===== src/rtl/tpu_pkg.sv =====
`default_nettype none
// ============================================================================
// Module      : tpu_pkg
// Description : Shared types and constants for the systolic tile controller.
// Revision    : 1.0 - initial release
// ============================================================================
package tpu_pkg;

    typedef enum logic [2:0] {
        IDLE   = 3'd0,
        CLEAR  = 3'd1,
        STREAM = 3'd2,
        DRAIN  = 3'd3,
        DONE   = 3'd4
    } sys_ctrl_state_e;

    localparam int C_DEF_K_MAX      = 256;
    localparam int C_DEF_K_WIDTH    = $clog2(C_DEF_K_MAX + 1);
    localparam int C_DEF_ADDR_WIDTH = $clog2(C_DEF_K_MAX);

    // Cycles from the last operand read until every accumulator has settled:
    // buffer latency, worst-case lane skew on both edges, then the PE update.
    function automatic int drain_cycles(input int rd_lat, input int height,
                                        input int width, input int pe_lat);
        return rd_lat + (height - 1) + (width - 1) + pe_lat;
    endfunction

endpackage
`default_nettype wire


===== src/rtl/skew_line.sv =====
`default_nettype none
// ============================================================================
// Module      : skew_line
// Description : DEPTH-stage data+valid delay line feeding one array lane.
//               Output is forced to zero whenever the delayed valid is low.
//               DEPTH=0 is a gated passthrough.
// Revision    : 1.0 - initial release
// ============================================================================
module skew_line #(
    parameter int DW    = 32,
    parameter int DEPTH = 0
) (
    input  logic          clk,
    input  logic          rst,
    input  logic [DW-1:0] i_data,
    input  logic          i_valid,
    output logic [DW-1:0] o_data
);

    generate
        if (DEPTH == 0) begin : g_pass
            // Lane 0 needs no delay, so the clock and reset go unused here.
            logic w_unused_clk_rst;
            assign w_unused_clk_rst = clk ^ rst;
            assign o_data = i_valid ? i_data : '0;
        end else begin : g_shift
            logic [DW-1:0]    r_data [DEPTH];
            logic [DEPTH-1:0] r_valid;

            // Shift data and valid together; empty slots hold zero.
            always_ff @(posedge clk or posedge rst) begin
                if (rst) begin
                    r_valid <= '0;
                    for (int s = 0; s < DEPTH; s++) begin
                        r_data[s] <= '0;
                    end
                end else begin
                    r_valid[0] <= i_valid;
                    r_data[0]  <= i_valid ? i_data : '0;
                    for (int s = 1; s < DEPTH; s++) begin
                        r_valid[s] <= r_valid[s-1];
                        r_data[s]  <= r_data[s-1];
                    end
                end
            end

            assign o_data = r_valid[DEPTH-1] ? r_data[DEPTH-1] : '0;
        end
    endgenerate

endmodule
`default_nettype wire


===== src/rtl/systolic_ctrl.sv =====
`default_nettype none
// ============================================================================
// Module      : systolic_ctrl
// Description : Sequencer for one output-stationary systolic matmul tile.
//               Clears the array, reads K operand columns/rows, skews them
//               diagonally onto the array edges, waits out the pipeline and
//               holds result-valid until the consumer acknowledges.
// Revision    : 1.0 - initial release
// ============================================================================
module systolic_ctrl
    import tpu_pkg::*;
#(
    parameter  int DATA_WIDTH   = 32,
    parameter  int ARRAY_WIDTH  = 4,
    parameter  int ARRAY_HEIGHT = 4,
    parameter  int K_MAX        = C_DEF_K_MAX,
    parameter  int RD_LAT       = 1,
    parameter  int PE_LAT       = 1,
    localparam int C_ADDR_WIDTH = $clog2(K_MAX),
    localparam int C_K_WIDTH    = $clog2(K_MAX + 1)
) (
    input  logic                               clk_i,
    input  logic                               rst_i,
    input  logic                               start_i,
    input  logic [C_K_WIDTH-1:0]               k_len_i,
    output logic                               ready_o,
    output logic                               busy_o,
    output logic                               result_vld_o,
    input  logic                               result_ack_i,
    output logic                               act_rd_en_o,
    output logic [C_ADDR_WIDTH-1:0]            act_rd_addr_o,
    input  logic [ARRAY_HEIGHT*DATA_WIDTH-1:0] act_rd_data_i,
    output logic                               wgt_rd_en_o,
    output logic [C_ADDR_WIDTH-1:0]            wgt_rd_addr_o,
    input  logic [ARRAY_WIDTH*DATA_WIDTH-1:0]  wgt_rd_data_i,
    output logic                               arr_clear_o,
    output logic [ARRAY_HEIGHT*DATA_WIDTH-1:0] arr_active_o,
    output logic [ARRAY_WIDTH*DATA_WIDTH-1:0]  arr_weight_o
);

    localparam int C_DRAIN  = drain_cycles(RD_LAT, ARRAY_HEIGHT, ARRAY_WIDTH, PE_LAT);
    localparam int C_DCNT_W = $clog2(C_DRAIN + 1);

    sys_ctrl_state_e         r_state;
    sys_ctrl_state_e         w_next;
    logic [C_K_WIDTH-1:0]    r_k_len;
    logic [C_ADDR_WIDTH-1:0] r_k_cnt;
    logic [C_DCNT_W-1:0]     r_drain_cnt;
    logic [RD_LAT-1:0]       r_rd_vld;
    logic                    w_k_last;
    logic                    w_drain_last;
    logic                    w_rd_en;
    logic                    w_data_vld;

    // Compare in K width so K=K_MAX terminates at address K_MAX-1 without wrapping.
    assign w_k_last     = (C_K_WIDTH'(r_k_cnt) + C_K_WIDTH'(1)) == r_k_len;
    assign w_drain_last = r_drain_cnt == C_DCNT_W'(C_DRAIN - 1);
    assign w_data_vld   = r_rd_vld[RD_LAT-1];

    // State register.
    always_ff @(posedge clk_i or posedge rst_i) begin
        if (rst_i) begin
            r_state <= IDLE;
        end else begin
            r_state <= w_next;
        end
    end

    // Next-state and state-decoded control outputs.
    always_comb begin
        w_next       = r_state;
        ready_o      = 1'b0;
        busy_o       = 1'b0;
        result_vld_o = 1'b0;
        arr_clear_o  = 1'b0;
        w_rd_en      = 1'b0;
        case (r_state)
            IDLE: begin
                ready_o = 1'b1;
                if (start_i) begin
                    w_next = CLEAR;
                end
            end
            CLEAR: begin
                busy_o      = 1'b1;
                arr_clear_o = 1'b1;
                w_next      = (r_k_len == '0) ? DRAIN : STREAM;
            end
            STREAM: begin
                busy_o  = 1'b1;
                w_rd_en = 1'b1;
                if (w_k_last) begin
                    w_next = DRAIN;
                end
            end
            DRAIN: begin
                busy_o = 1'b1;
                if (w_drain_last) begin
                    w_next = DONE;
                end
            end
            DONE: begin
                result_vld_o = 1'b1;
                if (result_ack_i) begin
                    w_next = IDLE;
                end
            end
            default: begin
                w_next = IDLE;
            end
        endcase
    end

    // Inner-step counter, latched K and drain counter.
    always_ff @(posedge clk_i or posedge rst_i) begin
        if (rst_i) begin
            r_k_len     <= '0;
            r_k_cnt     <= '0;
            r_drain_cnt <= '0;
        end else begin
            if (r_state == IDLE && start_i) begin
                r_k_len <= k_len_i;
                r_k_cnt <= '0;
            end else if (r_state == STREAM && !w_k_last) begin
                r_k_cnt <= r_k_cnt + C_ADDR_WIDTH'(1);
            end
            if (r_state == DRAIN) begin
                r_drain_cnt <= r_drain_cnt + C_DCNT_W'(1);
            end else begin
                r_drain_cnt <= '0;
            end
        end
    end

    // Read strobe delayed by the buffer latency marks when read data is valid.
    always_ff @(posedge clk_i or posedge rst_i) begin
        if (rst_i) begin
            r_rd_vld <= '0;
        end else begin
            r_rd_vld <= (r_rd_vld << 1) | RD_LAT'(w_rd_en);
        end
    end

    assign act_rd_en_o   = w_rd_en;
    assign wgt_rd_en_o   = w_rd_en;
    assign act_rd_addr_o = w_rd_en ? r_k_cnt : '0;
    assign wgt_rd_addr_o = w_rd_en ? r_k_cnt : '0;

    // Activation row i enters the array i cycles late.
    generate
        for (genvar i = 0; i < ARRAY_HEIGHT; i++) begin : g_act_lane
            skew_line #(
                .DW    (DATA_WIDTH),
                .DEPTH (i)
            ) u_skew (
                .clk     (clk_i),
                .rst     (rst_i),
                .i_data  (act_rd_data_i[i*DATA_WIDTH +: DATA_WIDTH]),
                .i_valid (w_data_vld),
                .o_data  (arr_active_o[i*DATA_WIDTH +: DATA_WIDTH])
            );
        end
    endgenerate

    // Weight column j enters the array j cycles late.
    generate
        for (genvar j = 0; j < ARRAY_WIDTH; j++) begin : g_wgt_lane
            skew_line #(
                .DW    (DATA_WIDTH),
                .DEPTH (j)
            ) u_skew (
                .clk     (clk_i),
                .rst     (rst_i),
                .i_data  (wgt_rd_data_i[j*DATA_WIDTH +: DATA_WIDTH]),
                .i_valid (w_data_vld),
                .o_data  (arr_weight_o[j*DATA_WIDTH +: DATA_WIDTH])
            );
        end
    endgenerate

endmodule
`default_nettype wire


===== config.mk =====
export PLATFORM = sky130hd
export DESIGN_NAME = systolic_ctrl
export DESIGN_NICKNAME = d
export VERILOG_FILES = /design/src/rtl/tpu_pkg.sv /design/src/rtl/skew_line.sv /design/src/rtl/systolic_ctrl.sv
export SDC_FILE = /design/constraint.sdc
export NUM_CORES = 1
export LEC_CHECK = 0
export CAP_MARGIN = 30
export CORE_AREA = 4 4 213 215
export DETAILED_ROUTE_END_ITERATION = 12
export DIE_AREA = 0 0 217 219
export PLACE_DENSITY = 0.6
export SKIP_CTS_REPAIR_TIMING = 1
export SYNTH_ARGS = -nofsm -noshare
export SYNTH_HDL_FRONTEND = slang
export SYNTH_SLANG_ARGS = --single-unit

===== constraint.sdc =====
create_clock -name clk_i -period 30.8 [get_ports clk_i]
set_input_delay 6.16 -clock clk_i [delete_from_list [all_inputs] [get_ports clk_i]]
set_output_delay 6.16 -clock clk_i [all_outputs]
set_load 0.02 [all_outputs]

# ---- Yosys cells after proc, flatten, opt, wreduce, memory -nomap -nowiden
# Cells that the tools add are included.
dict set report classes {
  bitwise 0
  mux 29
  n_reduce_logical 8
  div_mod_pow 0
  mul 0
  eq_ne 10
  n_lt_le_gt_ge 0
  add_sub_neg 3
  n_shift 0
}
# cell n
set op_table {}
lappend op_table {{$mux W32} 14}
lappend op_table {{$mux W8} 3}
lappend op_table {{$pmux W3 S5} 1}
lappend op_table {{$mux W3} 4}
lappend op_table {{$add A8 B1 Y9 const B} 1}
lappend op_table {{$eq A9 B9 Y1} 1}
lappend op_table {{$logic_not A9 Y1} 1}
lappend op_table {{$add A8 B1 Y8 const B} 1}
lappend op_table {{$ne A2 B2 Y1 const B} 4}
lappend op_table {{$eq A3 B2 Y1 const B} 2}
lappend op_table {{$mux W1} 6}
lappend op_table {{$add A4 B1 Y4 const B} 1}
lappend op_table {{$eq A4 B3 Y1 const B} 1}
lappend op_table {{$mux W4} 1}
lappend op_table {{$reduce_and A4 Y1} 1}
lappend op_table {{$eq A3 B1 Y1 const B} 1}
lappend op_table {{$eq A3 B3 Y1 const B} 1}
lappend op_table {{$logic_not A3 Y1} 1}
lappend op_table {{$reduce_or A3 Y1} 1}
lappend op_table {{$logic_and A1 B1 Y1} 2}
lappend op_table {{$reduce_bool A2 Y1} 1}
lappend op_table {{$logic_not A1 Y1} 1}
dict set report word_totals {
  reg_bits 420
  romBits 0
  output_inout_bits 278
  input_bits 269
  ramBits 0
  elab_cells 72
  memories 0
  latch_bits 0
}

# ---- Longest topological paths before layout
# Gate-level depths: netlist of run 1.
dict set report depth {
  ltp_word 6
  mapped_depth 10
  depth_no_buf 8
}

# ---- Cells and area by module
# Synthesis of run 1 repeated with hierarchy kept, for this count alone.
dict set report hier_totals {
  hier_cells 1056
  area_unflattened_um2 15099.5
}
# module n_inst seq_area_each_um2 cells_each area_each_um2
set modules_own_cells {}
lappend modules_own_cells {{skew_line at g_act_lane[3].u_skew ...} 2 2477.4 170 2991.6}
lappend modules_own_cells {{skew_line at g_act_lane[2].u_skew ...} 2 1651.6 137 2165.8}
lappend modules_own_cells {{skew_line at g_act_lane[1].u_skew ...} 2 825.8 104 1340.0}
lappend modules_own_cells {systolic_ctrl 1 625.6 164 1594.0}
lappend modules_own_cells {{skew_line at g_act_lane[0].u_skew ...} 2 0.0 35 255.2}

# ---- Worst setup path after synthesis of run 1
# Ideal clock, no wire load.
dict set report synth_timing {
  kind {input -> output}
  startpoint {in act_rd_data_i[0]}
  endpoint {out arr_active_o[0]}
  setup_slack_ns 18.264
  arrival_time_ns 6.376
  t_required_ns 24.640
  path_buffers 0
  path_stages 1
  cell_sequence {and2_1}
}
dict set report synth_via {
  elab_chain_cells 1
}
# item line
set synth_rtl {}
lappend synth_rtl {{from (decl)} systolic_ctrl.sv:32} ;# input logic [ARRAY_HEIGHT*DATA_WIDTH-1:0] act_rd_data_i,
lappend synth_rtl {{$mux W32} skew_line.sv:25} ;# assign o_data = i_valid ? i_data : '0;
lappend synth_rtl {{to (decl)} systolic_ctrl.sv:37} ;# output logic [ARRAY_HEIGHT*DATA_WIDTH-1:0] arr_active_o,
# Every way passes these cells.

# ---- Worst setup path after layout of run 1
dict set report layout_timing {
  startpoint {in wgt_rd_data_i[27]}
  endpoint {out arr_weight_o[27]}
}
dict set report layout_via {
  elab_chain_cells 1
}
# item line
set layout_rtl {}
lappend layout_rtl {{from (decl)} systolic_ctrl.sv:35} ;# input logic [ARRAY_WIDTH*DATA_WIDTH-1:0] wgt_rd_data_i,
lappend layout_rtl {{$mux W32} skew_line.sv:25}
lappend layout_rtl {{to (decl)} systolic_ctrl.sv:38} ;# output logic [ARRAY_WIDTH*DATA_WIDTH-1:0] arr_weight_o
# Every way passes these cells.

==> summary.md, run 1 <==
| Metric | Value |
|---|---|
| Status | finished clean |
| CP arrival | 7.48 ns |
| Nets@finish | 1851 |
| Critical-path top delay cell | clkdlybuf4s50_1 |
| CP endpoint kind | output port |
| YS warnings | 0 |
| Worst Skew | 0.0124 ns |
| Syn_nets | 1314 |
| Longest Clk Path Bufs | 3 |
| Asr flop ratio synth | 1.00 |
| Leakage power | 9.88 nW |
| Cell-internal power | 1.20 mW |
| Clock transition at path regs | 0.06 ns |
| Multi-input gate area | 3620 um^2 |
| Detailed placement HPWL | 29100 um |
| Flop pwr share | 0.437 |
| Period utilisation layout | 0.443 |
| Synth unique cells | 42 |
| Final Critical Period | 13.64 ns |
| DIE HEIGHT | 219 um |
| Clock share of power | 0.300 |
| DR vias | 9176 |
| Routed Antenna Nets | 0 |
| Achievable Freq | 73.3 MHz |
| Worst setup SP type | input port |
| Die width | 217 um |
| Mapped Avg Cell Area | 13.7 um^2 |
| Fin. max-slew vios | 0 |
| VDD IR max | 0.0376 mV |
| Net Sw Power | 0.507 mW |
| Largest net degree at the start of global routing | 119 |
| Final setup viols | 0 |
| Gpl congestion | 0.820 |
| Initial antenna violation count | 6 |
| WL per Instance | 18.4 um |
| Max FO, Critical Path | 1 |
| Worst-Skew Late Latency | 0.56 ns |
| Sw Share | 0.297 |
| Tot Pwr | 1.71 mW |
| Most frequent cells in the layout | 546 x clkdlybuf4s50_1, 460 x and2_1, 410 x dfrtp_1 |
| I/O Pins | 547 |
| Worst-path cell chain | clkdlybuf4s50_1, and2_1, clkdlybuf4s50_1 |
| Gr ovfl total | 0 |
| Most used DFF post-synth | dfrtp_1 |
| Initial core utilization | 0.326 |
| Share of the yosys chip area belonging to registers | 0.724 |
| Routed WL | 40500 um |
| Synthesis-to-layout area growth | 52.6% |
| Syn Std Cell Area | 14200 um^2 |
| Via density | 4.16 |
| Pwr Density | 78.6 nW/um^2 |
| Core footprint | 43700 um^2 |
| Total CTS buffers | 43 |
| Delay-heaviest family, CP | buffers and inverters |
| Vias in the first global route | 9870 |
| Critical path class | in -> out |
| #FFs+latches synth | 412 |
| Clock Sinks | 412 |
| CP max stage delay | 0.63 ns |
| DR iter-0 viols | 600 |
| Least-Margin Pin Slew | 0.883 ns |
| Final hold vios | 0 |
| Combinational power share | 0.263 |
| Max-Cap Viols | 0 |
| Most used cell, CP | clkdlybuf4s50_1 |
| Filler instances | 3897 |
| # DRC | 0 |
| Setup TNS | 0 ns |
| # H-tree levels | 2 |
| Rows | 77 |
| Most common cell after layout, fill and taps aside | clkdlybuf4s50_1 |
| Data required, critical path | 24.64 ns |
| CTS tree | done |
| Die Area | 47500 um^2 |
| CTS root buf | clkbuf_16 |
| Global-route wire length before repair | 60100 um |
| Fraction of layout cells with a size suffix above 1 | 0.0609 |
| Max-slew headroom | 0.411 |
| Post-synth EDFFs | 0 |
| WP buf/inv | 2 |
| Port Buffers | 546 |
| Cell count after synthesis | 1043 |
| Sequential cell area | 10300 um^2 |
| Worst hold path type | reg -> reg |
| Unrepaired setup endpoints after global routing | no |
| GRT Util Overall | 0.165 |
| Pre-antenna DRT Iters | 4 |
-- cell type report --
type / count / share of cell area
Multi-Input combinational cell: 560 / 0.167
Clock inverter: 14 / 0.00789
Tap cell: 592 / 0.0341
Inverter: 5 / 0.00121
Sequential cell: 412 / 0.475
Antenna cell: 3 / 0.000346
Clock buffer: 61 / 0.0568
Timing Repair Buffer: 558 / 0.258
-- registers in the layout, summed over array words and instances (netlist names) --
signal                             count
g_act_lane.u_skew.g_shift.r_data     192
g_act_lane.u_skew.g_shift.r_valid      1
g_wgt_lane.u_skew.g_shift.r_data     192
g_wgt_lane.u_skew.g_shift.r_valid      2
r_drain_cnt                            4
r_k_cnt                                8
r_k_len                                9
r_rd_vld                               1
r_state                                3
-- worst paths after layout --
| check | from | end | slack (ns) | cells after the start |
|---|---|---|---|---|
| worst min-delay path | g_wgt_lane[2].u_skew.g_shift.r_data[52]$_DFF_PP0_ | g_wgt_lane[2].u_skew.g_shift.r_data[20]$_DFF_PP0_ | 0.34 | 0 |
| worst max register to register | r_k_cnt[0]$_DFFE_PP0P_ | r_k_cnt[6]$_DFFE_PP0P_ | 27.71 | 8 |
| worst max-delay path | wgt_rd_data_i[27] | arr_weight_o[27] | 17.16 | 3 |
| worst min register to register | g_wgt_lane[2].u_skew.g_shift.r_data[52]$_DFF_PP0_ | g_wgt_lane[2].u_skew.g_shift.r_data[20]$_DFF_PP0_ | 0.34 | 0 |
| max in group asynchronous | rst_i | g_wgt_lane[1].u_skew.g_shift.r_data[26]$_DFF_PP0_ | 23.16 | 3 |
| min in group asynchronous | rst_i | g_act_lane[3].u_skew.g_shift.r_data[28]$_DFF_PP0_ | 6.19 | 2 |
-- per-layer routing --
metal / wire (um) / up-vias / GRT usage
met1: 15600 / 4473 / 0.195
met3: 3440 / 64 / 0.0648
met4: 923 / 6 / 0.0458
met5: 34 / - / 0
li1: - / 4304 / -
met2: 20500 / 329 / 0.283
-- cells in the mapped netlist (2+ instances only) --
master,instances,share of area
buf_2,3,0.0011
o21ai_0,6,0.0021
nor3_1,3,0.0011
o31ai_1,3,0.0016
xnor2_1,7,0.0043
and3_1,5,0.0022
nand4_1,3,0.0013
nand3b_1,2,0.0011
nand2_1,7,0.0018
ha_1,2,0.0018
or2_2,2,0.00088
dfrtp_1,412,0.72
o32ai_1,2,0.0012
nor4_1,2,0.00088
nand2b_1,2,0.00088
xor2_1,3,0.0018
nor3b_1,5,0.0026
a211o_1,2,0.0012
inv_1,5,0.0013
a221o_1,3,0.0021
nand3_1,5,0.0018
buf_4,9,0.0047
and2_1,460,0.20
nor2_1,11,0.0029
clkbuf_1,52,0.014
or4_1,2,0.0011
mux2_2,10,0.0079
-- metrics by stage --
step                      instance area, um^2  hold WS [ns]  worst slack (ns)  cells   util
after floorplan                         14200         0.331             13.18   1043      -
after global placement                  20200         0.331             17.14   2124  0.463
after detailed placement                20300         0.335             17.15   2126  0.464
after CTS                               21700         0.326             17.14   2201  0.496
after global routing                    21700         0.338             17.14   2205  0.497
final                                   21700         0.338             17.16   2205  0.497
-- power groups by stage --
stage | sequential (mW) | clock [mW] | combinational, mW
finish | 0.747 | 0.512 | 0.449
global route | 0.766 | 0.554 | 0.490
CTS | 0.751 | 0.532 | 0.460
detailed placement | 0.761 | 0 | 0.457
global placement | 0.757 | 0 | 0.444
floorplan | 0.721 | 0 | 0.269
-- cell families (layout without fill, tap and decap cells) --
logic type	after synthesis	after routing	share of synthesized area
other	0	3	0
buffers and inverters	71	638	0.0220
muxes	11	11	0.00861
xor gates and xnor gates	10	10	0.00615
and+or+nand+nor	513	513	0.223
AOI/OAI and AO/OA	24	24	0.0141
adders and majority gates	2	2	0.00176
DFF	412	412	0.724
Note: power is estimated with default switching activity, not from simulation.
==> run 2: changes to the inputs <==
--- a/config.mk
+++ b/config.mk
@@ -6,10 +6,10 @@
 export NUM_CORES = 1
 export LEC_CHECK = 0
 export CAP_MARGIN = 30
-export CORE_AREA = 4 4 213 215
+export CORE_AREA = 4 4 208 210
 export DETAILED_ROUTE_END_ITERATION = 12
-export DIE_AREA = 0 0 217 219
-export PLACE_DENSITY = 0.6
+export DIE_AREA = 0 0 212 214
+export PLACE_DENSITY = 0.62
 export SKIP_CTS_REPAIR_TIMING = 1
 export SYNTH_ARGS = -nofsm -noshare
 export SYNTH_HDL_FRONTEND = slang
==> constraint.sdc (replaced) <==
create_clock -name clk_i -period 14 [get_ports clk_i]
set_input_delay 2.8 -clock clk_i [delete_from_list [all_inputs] [get_ports clk_i]]
set_output_delay 2.8 -clock clk_i [all_outputs]
set_load 0.02 [all_outputs]
==> run 2 against run 1 <==
Effect of this change: first-iteration DRC count is 13% lower; flip-flop and latch count stayed put; cell count is 2.4% lower; via count is 0.24% higher; clock power is 130% higher.
==> summary.md, run 2 (synthesized netlist as in run 1, its figures left out) <==
| Metric | Value |
|---|---|
| Via density | 4.27 (was 4.16) |
| CTS root buf | clkbuf_16 (unchanged) |
| Cell-internal power | 2.70 mW (was 1.20 mW) |
| Net Sw Power | 1.11 mW (was 0.507 mW) |
| DR vias | 9198 (was 9176) |
| Final core occ | 0.523 (was 0.497) |
| CP max stage delay | 0.64 ns (was 0.63 ns) |
| Final hold vios | 0 (unchanged) |
| Clock Sinks | 412 (unchanged) |
| Nets@finish | 1851 (unchanged) |
| Sw Share | 0.291 (was 0.297) |
| Worst Skew | 0.0113 ns (was 0.0124 ns) |
| Die Area | 45400 um^2 (was 47500 um^2) |
| # DRC | 0 (unchanged) |
| Least-Margin Pin Slew | 0.924 ns (was 0.883 ns) |
| Pre-antenna DRT Iters | 5 (was 4) |
| Pwr Density | 175 nW/um^2 (was 78.6 nW/um^2) |
| Placed cell count | 2072 (was 2126) |
| Gr ovfl total | 0 (unchanged) |
| GRT Util Overall | 0.173 (was 0.165) |
| Largest net degree at the start of global routing | 177 (was 119) |
| Period utilisation layout | 0.491 |
| Global-route wire length before repair | 60300 um (was 60100 um) |
| Flop pwr share | 0.439 (was 0.437) |
| Longest Clk Path Bufs | 3 (unchanged) |
| Clock share of power | 0.310 (was 0.300) |
| Routed Antenna Nets | 0 (unchanged) |
| CTS tree | done (unchanged) |
| Initial core utilization | 0.343 (was 0.326) |
| Rows | 75 (was 77) |
| Worst hold path type | reg -> reg (unchanged) |
| Filler instances | 3563 (was 3897) |
| Max FO, Critical Path | 1 (unchanged) |
| # H-tree levels | 2 (unchanged) |
| Placed cell area | 20200 um^2 (was 20300 um^2) |
| Most frequent cells in the layout | 546 x clkdlybuf4s50_1, 460 x and2_1, 408 x dfrtp_1 (was 546 x clkdlybuf4s50_1, 460 x and2_1, 410 x dfrtp_1) |
| I/O Pins | 547 (unchanged) |
| Initial antenna violation count | 4 (was 6) |
| Worst-Skew Late Latency | 0.55 ns (was 0.56 ns) |
| Die width | 212 um (was 217 um) |
| Most common cell after layout, fill and taps aside | clkdlybuf4s50_1 (unchanged) |
| Final instance count without filler cells | 2153 (was 2205) |
| Setup TNS | 0 ns (unchanged) |
| Combinational power share | 0.251 (was 0.263) |
| Achievable Freq | 145 MHz |
| Fin. max-slew vios | 0 (unchanged) |
| Most used cell, CP | clkdlybuf4s50_1 (unchanged) |
| Vias in the first global route | 10100 (was 9870) |
| CP endpoint kind | output port (unchanged) |
| Port Buffers | 546 (unchanged) |
| Hold_ws | 0.343 ns (was 0.338 ns) |
| Critical path class | in -> out (unchanged) |
| Top flop regs | g_act_lane.u_skew.g_shift.r_data (192), g_wgt_lane.u_skew.g_shift.r_data (192), r_k_len (9) (unchanged) |
| Total CTS buffers | 44 (was 43) |
| Max-slew headroom | 0.384 (was 0.411) |
| Worst setup SP type | input port (unchanged) |
| Max-Cap Viols | 0 (unchanged) |
| VDD IR max | 0.0846 mV (was 0.0376 mV) |
| CP arrival | 4.07 ns (was 7.48 ns) |
| Critical-path top delay cell | clkdlybuf4s50_1 (unchanged) |
| Status | finished clean (unchanged) |
| Final Critical Period | 6.87 ns |
| Fin area | 21700 um^2 (about the same) |
| Data required, critical path | 11.20 ns (was 24.64 ns) |
| Final setup viols | 0 (unchanged) |
| Gpl congestion | 0.778 (was 0.820) |
| Detailed placement HPWL | 28600 um (was 29100 um) |
| Fraction of layout cells with a size suffix above 1 | 0.0621 (was 0.0609) |
| DIE HEIGHT | 214 um (was 219 um) |
| Routed WL | 39700 um (was 40500 um) |
| WL per Instance | 18.4 um (about the same) |
| DR iter-0 viols | 523 (was 600) |
| Worst-path cell chain | clkdlybuf4s50_1, and2_1, clkdlybuf4s50_1 (unchanged) |
| Synthesis-to-layout area growth | 52.7% (was 52.6%) |
| Leakage power | 9.90 nW (was 9.88 nW) |
| Unrepaired setup endpoints after global routing | no (unchanged) |
| Core footprint | 41600 um^2 (was 43700 um^2) |
| Clock transition at path regs | 0.06 ns (about the same) |
## run 2: per-stage QoR
step                      setup slack (ns)  power [mW]
final                                 7.13        3.81
after global routing                  7.10        4.03
after CTS                             7.11        3.88
after detailed placement              7.12        2.68
after global placement                7.11        2.63
after floorplan                       5.65        2.18
## run 2: power groups by stage
stage,registers [mW],clock network [mW],logic (mW)
6_report,1.67,1.18,0.956
5_1_grt,1.72,1.27,1.04
4_1_cts,1.69,1.22,0.979
3_5_place_dp,1.70,0,0.972
3_3_place_gp,1.72,0,0.915
2_1_floorplan,1.59,0,0.592
## run 2: layout make-up
cell class | count | area, um^2 | share of cell area
clock inverter | 16 | 248 | 0.0114
clock buffer | 60 | 1230 | 0.0566
sequential | 412 | 10300 | 0.475
inverter | 5 | 22.5 | 0.00104
antenna | 4 | 10.0 | 0.000460
timing repair buffer | 557 | 5620 | 0.258
multi-input combinational | 560 | 3620 | 0.166
tap | 539 | 674 | 0.0310
## run 2: final timing paths
check	start	endpoint	slack, ns	cells after the start
min	g_act_lane[3].u_skew.g_shift.r_data[40]$_DFF_PP0_	g_act_lane[3].u_skew.g_shift.r_data[8]$_DFF_PP0_	0.34	0
min reg2reg	g_act_lane[3].u_skew.g_shift.r_data[40]$_DFF_PP0_	g_act_lane[3].u_skew.g_shift.r_data[8]$_DFF_PP0_	0.34	0
max	act_rd_data_i[21]	arr_active_o[21]	7.13	3
max reg2reg	r_k_cnt[0]$_DFFE_PP0P_	r_k_cnt[6]$_DFFE_PP0P_	10.92	8
max in group asynchronous	rst_i	g_act_lane[1].u_skew.g_shift.r_data[6]$_DFF_PP0_	9.46	5
min in group asynchronous	rst_i	g_act_lane[1].u_skew.g_shift.r_data[21]$_DFF_PP0_	2.48	2
## run 2: critical path, delay by kind of cell
family / cells / cell delay (ns)
and+or+nand+nor: 1 / 0.19
buffers and inverters: 2 / 1.09
## run 2: metal layers
metal	vias up	global-route usage	wire, um
met5	-	0	20
met4	2	0.0601	1150
met3	62	0.0564	3210
met2	326	0.308	20800
met1	4507	0.193	14500
li1	4301	-	-
